$ cat config.mk
export PLATFORM = sky130hd
export DESIGN_NAME = axi_lite_master_engine
export DESIGN_NICKNAME = d
export VERILOG_FILES = /design/src/rtl/axi_lite_pkg.sv /design/src/rtl/axi_lite_watchdog.sv /design/src/rtl/axi_lite_master_engine.sv
export SDC_FILE = /design/constraint.sdc
export NUM_CORES = 1
export LEC_CHECK = 0
export ABC_AREA = 1
export BUFFER_PORTS_ARGS = -buffer_cell sky130_fd_sc_hd__clkbuf_2
export CORE_ASPECT_RATIO = 1.1
export CORE_MARGIN = 2
export CORE_UTILIZATION = 40
export DETAILED_ROUTE_END_ITERATION = 7
export PLACE_DENSITY_LB_ADDON = 0.25
export REMOVE_ABC_BUFFERS = 1
export SETUP_SLACK_MARGIN = 0.02
export SLEW_MARGIN = 20
export SYNTH_ARGS = -nofsm -noshare
export SYNTH_HDL_FRONTEND = slang
export SYNTH_SLANG_ARGS = --single-unit
$ cat constraint.sdc
create_clock -name axi_aclk -period 2.15 [get_ports axi_aclk]
set_input_delay 0.5375 -clock axi_aclk [delete_from_list [all_inputs] [get_ports axi_aclk]]
set_output_delay 0.5375 -clock axi_aclk [all_outputs]
set_load 0.01 [all_outputs]
$ cat src/rtl/axi_lite_pkg.sv
// Shared types for the AXI4-Lite master engine: FSM states, response codes and
// the latched command record (sized for the widest supported bus).
package axi_lite_pkg;

    localparam int MAX_DATA_W = 64;
    localparam int MAX_ADDR_W = 64;

    typedef logic [1:0] resp_t;
    localparam resp_t OKAY   = 2'b00;
    localparam resp_t SLVERR = 2'b10;

    typedef enum logic [2:0] {
        IDLE    = 3'd0,
        WR_AW_W = 3'd1,
        WR_B    = 3'd2,
        RD_AR   = 3'd3,
        RD_R    = 3'd4,
        RSP     = 3'd5
    } state_t;

    typedef struct packed {
        logic                    write;
        logic [MAX_ADDR_W-1:0]   addr;
        logic [MAX_DATA_W-1:0]   data;
        logic [MAX_DATA_W/8-1:0] strb;
        logic [MAX_DATA_W-1:0]   mask;
    } cmd_t;

    function automatic logic is_wait_state(input state_t s);
        return (s == WR_AW_W) || (s == WR_B) || (s == RD_AR) || (s == RD_R);
    endfunction

endpackage

$ cat src/rtl/axi_lite_watchdog.sv
// Clearable cycle counter that flags the last permitted cycle of a wait state.
// TIMEOUT_CYCLES = 0 disables it entirely.
module axi_lite_watchdog #(
    parameter int TIMEOUT_CYCLES = 1024
) (
    input  logic clk,
    input  logic rst_n,
    input  logic clr,
    input  logic en,
    output logic expired
);

    generate
        if (TIMEOUT_CYCLES == 0) begin : g_off
            logic unused_in;
            assign unused_in = ^{clk, rst_n, clr, en};
            assign expired   = 1'b0;
        end else begin : g_on
            localparam int            CW   = $clog2(TIMEOUT_CYCLES + 1);
            localparam logic [CW-1:0] LAST = CW'(TIMEOUT_CYCLES - 1);

            logic [CW-1:0] cnt_q, cnt_d;

            // Count holds at LAST; the FSM leaves the state on that cycle anyway.
            always_comb begin
                cnt_d = cnt_q;
                if (clr) begin
                    cnt_d = '0;
                end else if (en && (cnt_q != LAST)) begin
                    cnt_d = cnt_q + CW'(1);
                end
            end

            always_ff @(posedge clk) begin
                if (!rst_n) begin
                    cnt_q <= '0;
                end else begin
                    cnt_q <= cnt_d;
                end
            end

            assign expired = en && (cnt_q == LAST);
        end
    endgenerate

endmodule

$ cat src/rtl/axi_lite_master_engine.sv
// Single-beat AXI4-Lite master: write, read and masked read-compare commands,
// one response record per command, per-phase watchdog and saturating error count.
module axi_lite_master_engine
    import axi_lite_pkg::*;
#(
    parameter int C_AXI_DATA_WIDTH = 32,
    parameter int C_AXI_ADDR_WIDTH = 16,
    parameter int TIMEOUT_CYCLES   = 1024,
    parameter int ERR_CNT_WIDTH    = 16
) (
    input  logic                            axi_aclk,
    input  logic                            axi_aresetn,
    // Both ports use valid/ready: a transfer happens on an edge where both are
    // high; a raised valid and its payload stay stable until that edge.
    input  logic                            cmd_valid,
    output logic                            cmd_ready,
    input  logic                            cmd_write,
    input  logic [C_AXI_ADDR_WIDTH-1:0]     cmd_addr,
    input  logic [C_AXI_DATA_WIDTH-1:0]     cmd_data,
    input  logic [C_AXI_DATA_WIDTH/8-1:0]   cmd_strb,
    input  logic [C_AXI_DATA_WIDTH-1:0]     cmd_mask,
    output logic                            rsp_valid,
    input  logic                            rsp_ready,
    output logic [C_AXI_DATA_WIDTH-1:0]     rsp_data,
    output logic [1:0]                      rsp_resp,
    output logic                            rsp_mismatch,
    output logic                            rsp_timeout,
    output logic                            busy,
    output logic [ERR_CNT_WIDTH-1:0]        err_count,
    output logic [2:0]                      dbg_state,
    output logic [C_AXI_ADDR_WIDTH-1:0]     m_axi_awaddr,
    output logic [2:0]                      m_axi_awprot,
    output logic                            m_axi_awvalid,
    input  logic                            m_axi_awready,
    output logic [C_AXI_DATA_WIDTH-1:0]     m_axi_wdata,
    output logic [C_AXI_DATA_WIDTH/8-1:0]   m_axi_wstrb,
    output logic                            m_axi_wvalid,
    input  logic                            m_axi_wready,
    input  logic [1:0]                      m_axi_bresp,
    input  logic                            m_axi_bvalid,
    output logic                            m_axi_bready,
    output logic [C_AXI_ADDR_WIDTH-1:0]     m_axi_araddr,
    output logic [2:0]                      m_axi_arprot,
    output logic                            m_axi_arvalid,
    input  logic                            m_axi_arready,
    input  logic [C_AXI_DATA_WIDTH-1:0]     m_axi_rdata,
    input  logic [1:0]                      m_axi_rresp,
    input  logic                            m_axi_rvalid,
    output logic                            m_axi_rready
);

    localparam int DW = C_AXI_DATA_WIDTH;
    localparam int AW = C_AXI_ADDR_WIDTH;

    state_t                  state_q, state_d;
    cmd_t                    cmd_q, cmd_d;
    logic                    aw_done_q, aw_done_d;
    logic                    w_done_q, w_done_d;
    logic [DW-1:0]           rsp_data_q, rsp_data_d;
    resp_t                   rsp_resp_q, rsp_resp_d;
    logic                    rsp_mismatch_q, rsp_mismatch_d;
    logic                    rsp_timeout_q, rsp_timeout_d;
    logic [ERR_CNT_WIDTH-1:0] err_count_q, err_count_d;
    logic                    timeout_hit;
    logic                    wd_expired;
    logic                    unused_cmd;

    axi_lite_watchdog #(
        .TIMEOUT_CYCLES(TIMEOUT_CYCLES)
    ) u_watchdog (
        .clk    (axi_aclk),
        .rst_n  (axi_aresetn),
        .clr    (state_d != state_q),
        .en     (is_wait_state(state_q)),
        .expired(wd_expired)
    );

    always_comb begin
        state_d        = state_q;
        cmd_d          = cmd_q;
        aw_done_d      = aw_done_q;
        w_done_d       = w_done_q;
        rsp_data_d     = rsp_data_q;
        rsp_resp_d     = rsp_resp_q;
        rsp_mismatch_d = rsp_mismatch_q;
        rsp_timeout_d  = rsp_timeout_q;
        err_count_d    = err_count_q;
        timeout_hit    = 1'b0;

        case (state_q)
            IDLE: begin
                if (cmd_valid) begin
                    cmd_d              = '0;
                    cmd_d.write        = cmd_write;
                    cmd_d.addr[AW-1:0] = cmd_addr;
                    cmd_d.data[DW-1:0] = cmd_data;
                    cmd_d.strb[DW/8-1:0] = cmd_strb;
                    cmd_d.mask[DW-1:0] = cmd_mask;
                    aw_done_d          = 1'b0;
                    w_done_d           = 1'b0;
                    state_d            = cmd_write ? WR_AW_W : RD_AR;
                end
            end
            WR_AW_W: begin
                aw_done_d = aw_done_q | (m_axi_awvalid & m_axi_awready);
                w_done_d  = w_done_q  | (m_axi_wvalid  & m_axi_wready);
                if (aw_done_d && w_done_d) begin
                    state_d = WR_B;
                end else if (wd_expired) begin
                    timeout_hit = 1'b1;
                end
            end
            WR_B: begin
                if (m_axi_bvalid) begin
                    state_d        = RSP;
                    rsp_data_d     = '0;
                    rsp_resp_d     = m_axi_bresp;
                    rsp_mismatch_d = 1'b0;
                    rsp_timeout_d  = 1'b0;
                end else if (wd_expired) begin
                    timeout_hit = 1'b1;
                end
            end
            RD_AR: begin
                if (m_axi_arready) begin
                    state_d = RD_R;
                end else if (wd_expired) begin
                    timeout_hit = 1'b1;
                end
            end
            RD_R: begin
                if (m_axi_rvalid) begin
                    state_d        = RSP;
                    rsp_data_d     = m_axi_rdata;
                    rsp_resp_d     = m_axi_rresp;
                    rsp_mismatch_d = |((m_axi_rdata ^ cmd_q.data[DW-1:0]) & cmd_q.mask[DW-1:0]);
                    rsp_timeout_d  = 1'b0;
                end else if (wd_expired) begin
                    timeout_hit = 1'b1;
                end
            end
            RSP: begin
                if (rsp_ready) begin
                    state_d = IDLE;
                end
            end
            default: state_d = IDLE;
        endcase

        // A handshake on the limit cycle already moved the FSM on, so it wins.
        if (timeout_hit) begin
            state_d        = RSP;
            rsp_data_d     = '0;
            rsp_resp_d     = SLVERR;
            rsp_mismatch_d = 1'b0;
            rsp_timeout_d  = 1'b1;
        end

        if ((state_d == RSP) && (state_q != RSP) &&
            ((rsp_resp_d != OKAY) || rsp_mismatch_d || rsp_timeout_d) &&
            (err_count_q != '1)) begin
            err_count_d = err_count_q + ERR_CNT_WIDTH'(1);
        end
    end

    always_ff @(posedge axi_aclk) begin
        if (!axi_aresetn) begin
            state_q        <= IDLE;
            cmd_q          <= '0;
            aw_done_q      <= 1'b0;
            w_done_q       <= 1'b0;
            rsp_data_q     <= '0;
            rsp_resp_q     <= OKAY;
            rsp_mismatch_q <= 1'b0;
            rsp_timeout_q  <= 1'b0;
            err_count_q    <= '0;
        end else begin
            state_q        <= state_d;
            cmd_q          <= cmd_d;
            aw_done_q      <= aw_done_d;
            w_done_q       <= w_done_d;
            rsp_data_q     <= rsp_data_d;
            rsp_resp_q     <= rsp_resp_d;
            rsp_mismatch_q <= rsp_mismatch_d;
            rsp_timeout_q  <= rsp_timeout_d;
            err_count_q    <= err_count_d;
        end
    end

    // Direction lives in the state encoding; the latched write bit and the
    // bits above the configured widths are never read.
    assign unused_cmd = ^cmd_q;

    assign cmd_ready     = (state_q == IDLE);
    assign rsp_valid     = (state_q == RSP);
    assign busy          = (state_q != IDLE);
    assign dbg_state     = state_q;
    assign rsp_data      = rsp_data_q;
    assign rsp_resp      = rsp_resp_q;
    assign rsp_mismatch  = rsp_mismatch_q;
    assign rsp_timeout   = rsp_timeout_q;
    assign err_count     = err_count_q;

    assign m_axi_awaddr  = cmd_q.addr[AW-1:0];
    assign m_axi_awprot  = 3'b000;
    assign m_axi_awvalid = (state_q == WR_AW_W) && !aw_done_q;
    assign m_axi_wdata   = cmd_q.data[DW-1:0];
    assign m_axi_wstrb   = cmd_q.strb[DW/8-1:0];
    assign m_axi_wvalid  = (state_q == WR_AW_W) && !w_done_q;
    assign m_axi_bready  = (state_q == WR_B);
    assign m_axi_araddr  = cmd_q.addr[AW-1:0];
    assign m_axi_arprot  = 3'b000;
    assign m_axi_arvalid = (state_q == RD_AR);
    assign m_axi_rready  = (state_q == RD_R);

endmodule

==> reports/results.txt <==
status: completed
Fmax: 0.497 GHz
GRT overflow: 0
die area: 19400 um^2
mapped cell area: 7330 um^2
# DRC: 0
Worst Skew: 12.3 ps
Seq/Total Area, Yosys: 41.5%
Net Switching: 2.94 mW
hold crit path type: primary input to register
#FFs+latches synth: 152
routed wire length: 19900 um
number of antenna diodes: 0
via/cell ratio: 4.71
CP startpoint kind: register
worst setup path class: register to output pin
die height: 146 um
I/O Buffers: 260
number of CTS-inserted buffers: 17
layout cells sized above 1: 30.3%
most frequent cells in the layout: clkbuf_2, nand2_1, dfxtp_1
Final Cycle Share: 93.5%
via count: 7006
IO Count: 267
RSZ-0062 raised after global routing: no
clock slew at reported path FFs: 70 ps
Avg Cell Area, Syn: 7.06 um^2
worst-case reg-to-reg path depth: 14
CP endpoint kind: output pin
final hold violation count: 0
H-tree levels: 4
Least-Margin Pin Slew: 737 ps
Pleak: 4.31 nW
relative slew slack: 50.9%
largest net degree at the start of global routing: 75
post-detailed-placement half-perimeter wirelength: 14100 um
DIE WIDTH: 133 um
Clock Sink Count: 152
Slew Limit Fails: 0
Syn-to-layout area delta: 24.8%
Req. time, crit path: 1610 ps
max-cap violations: 0
part of the power in the clock network: 33.9%
setup violators final: 0
TNS Setup: 0 ps
hold depth: 3
Starting Density: 41.2%
pre-CTS setup slack: -19.4 ps
setup ws final: 139 ps
Sw Ratio: 33.4%
number of distinct library cells after synthesis: 34
combinational power share: 26.9%
Wirelength per Cell: 13.4 um
largest fanout on the critical path: 7
WP data arrival: 1470 ps
num rows: 51
number of global-route vias before repair: 6509
synthesized instance count: 1038
first drt pass iteration count: 4
global-route wire length before repair: 32200 um
drt initial violations: 271
CTS Root Cell: clkbuf_16
Final ANT Viol Nets: 0
Final min period: 2010 ps
Final nets: 1367
Ys Warns: 0
initial antenna violation count: 0
cell-internal power: 5.86 mW
PD cells: 962 nW/um^2
Final GP Congestion: 0.830
Seq pwr share: 39.2%
overall global routing resource usage: 20.7%
most common cell after layout, fill and taps aside: clkbuf_2
Hold-fix buffers, CTS: 0
Longest Clk Path Bufs: 2
Core ar.: 17800 um^2
Clk Latency, worst-skew pair: 430 ps
CTS tree: built
worst IR drop on VDD: 522 uV
==> worst max-delay path, stage by stage, from the launching register on <==
cell and delay (ps):
dfxtp_4 380, inv_4 80, nand2_2 50, buf_4 150, nor2_2 100, inv_2 60
nor2_1 90, buf_2 160
==> registers in the layout (all words and copies together) (netlist names) <==
register,flops
m_axi_wdata,32
err_count,16
aw_done_q,1
w_done_q,1
dbg_state,3
m_axi_araddr,16
rsp_data,32
rsp_resp,2
rsp_timeout,1
u_watchdog.g_on.cnt_q,11
rsp_mismatch,1
m_axi_wstrb,4
cmd_q,32
==> area by class of cell <==
type	count	area (um^2)
clock buffer	19	443
fill	1811	8660
timing repair buffer	294	1620
clock inverter	13	143
multi-input combinational	667	3200
sequential	152	3060
inverter	103	389
tap	238	298
==> synth_stat cells <==
cell type	n	area share [%]
a21oi_1	100	6.8
a21oi_2	9	1.1
and3_1	2	0.17
buf_1	2	0.10
buf_2	3	0.20
buf_4	75	7.7
buf_8	1	0.20
clkbuf_1	40	2.0
clkinv_1	1	0.051
conb_1	1	0.051
dfxtp_1	152	42
ha_1	2	0.34
inv_1	97	5.0
inv_2	5	0.26
nand2_1	252	13
nand2_2	15	1.3
nand2_4	1	0.15
nand3_1	46	3.1
nand3_2	1	0.14
nand3_4	2	0.48
nand3b_1	1	0.10
nand4_1	20	1.7
nor2_1	75	3.8
nor2_2	1	0.085
nor2_4	2	0.31
nor2_8	1	0.27
nor3_1	10	0.68
nor3_4	1	0.22
nor3b_1	1	0.10
nor4_1	1	0.085
o21ai_0	99	6.8
or2_2	2	0.17
xnor2_1	10	1.2
xor2_1	7	0.84
==> kinds of logic after synthesis <==
logic type | after synthesis | synth area share (%)
other | 1 | 0.0512
and+or+nand+nor | 434 | 25.9
DFF | 152 | 41.5
buffers and inverters | 224 | 15.5
AOI/OAI and AO/OA | 208 | 14.7
adders and majority gates | 2 | 0.341
xor gates and xnor gates | 17 | 2.03
==> final timing paths <==
check / startpoint / to / slack (ps)
worst max-delay path: dbg_state[2] / m_axi_wvalid / 140
worst min-delay path: cmd_addr[2] / m_axi_araddr[2] / 330
worst max register to register: dbg_state[1] / err_count[12] / 210
worst min register to register: u_watchdog.g_on.cnt_q[10] / u_watchdog.g_on.cnt_q[10] / 440
==> repair_timing <==
| item | CTS | global route |
|---|---|---|
| gates resized for setup | 2 | 16 |
| pin swaps | 0 | 3 |
| setup buffers | 0 | 2 |
| endpoints found under the hold margin | 0 | 0 |
| endpoints found under the setup margin | 5 | 26 |
==> routing by layer <==
metal	part of all wire [%]	wire (um)	GRT usage (%)
met1	44	8840	25.9
met2	47	9340	34.3
met3	6.3	1250	4.88
met4	2.2	433	8.49
met5	0	0	0
==> metrics by stage <==
stage,power (mW),utilization [%],hold WS (ps),instance area [um^2],std cells
after floorplan,4.80,-,417,6600,922
after global placement,5.84,47.8,424,8510,1452
after detailed placement,5.87,47.8,436,8510,1452
after CTS,8.87,51.1,314,9100,1484
after global routing,9.35,51.4,329,9150,1486
final,8.80,51.4,329,9150,1486
==> power groups by stage <==
| stage | Combinational, mW | Clock, mW | Sequential (mW) |
|---|---|---|---|
| finish | 2.37 | 2.98 | 3.45 |
| global route | 2.67 | 3.18 | 3.50 |
| CTS | 2.38 | 3.05 | 3.44 |
| detailed placement | 2.37 | 0 | 3.50 |
| global placement | 2.35 | 0 | 3.49 |
| floorplan | 1.18 | 0 | 3.62 |
(Power assumes the default switching activity.)
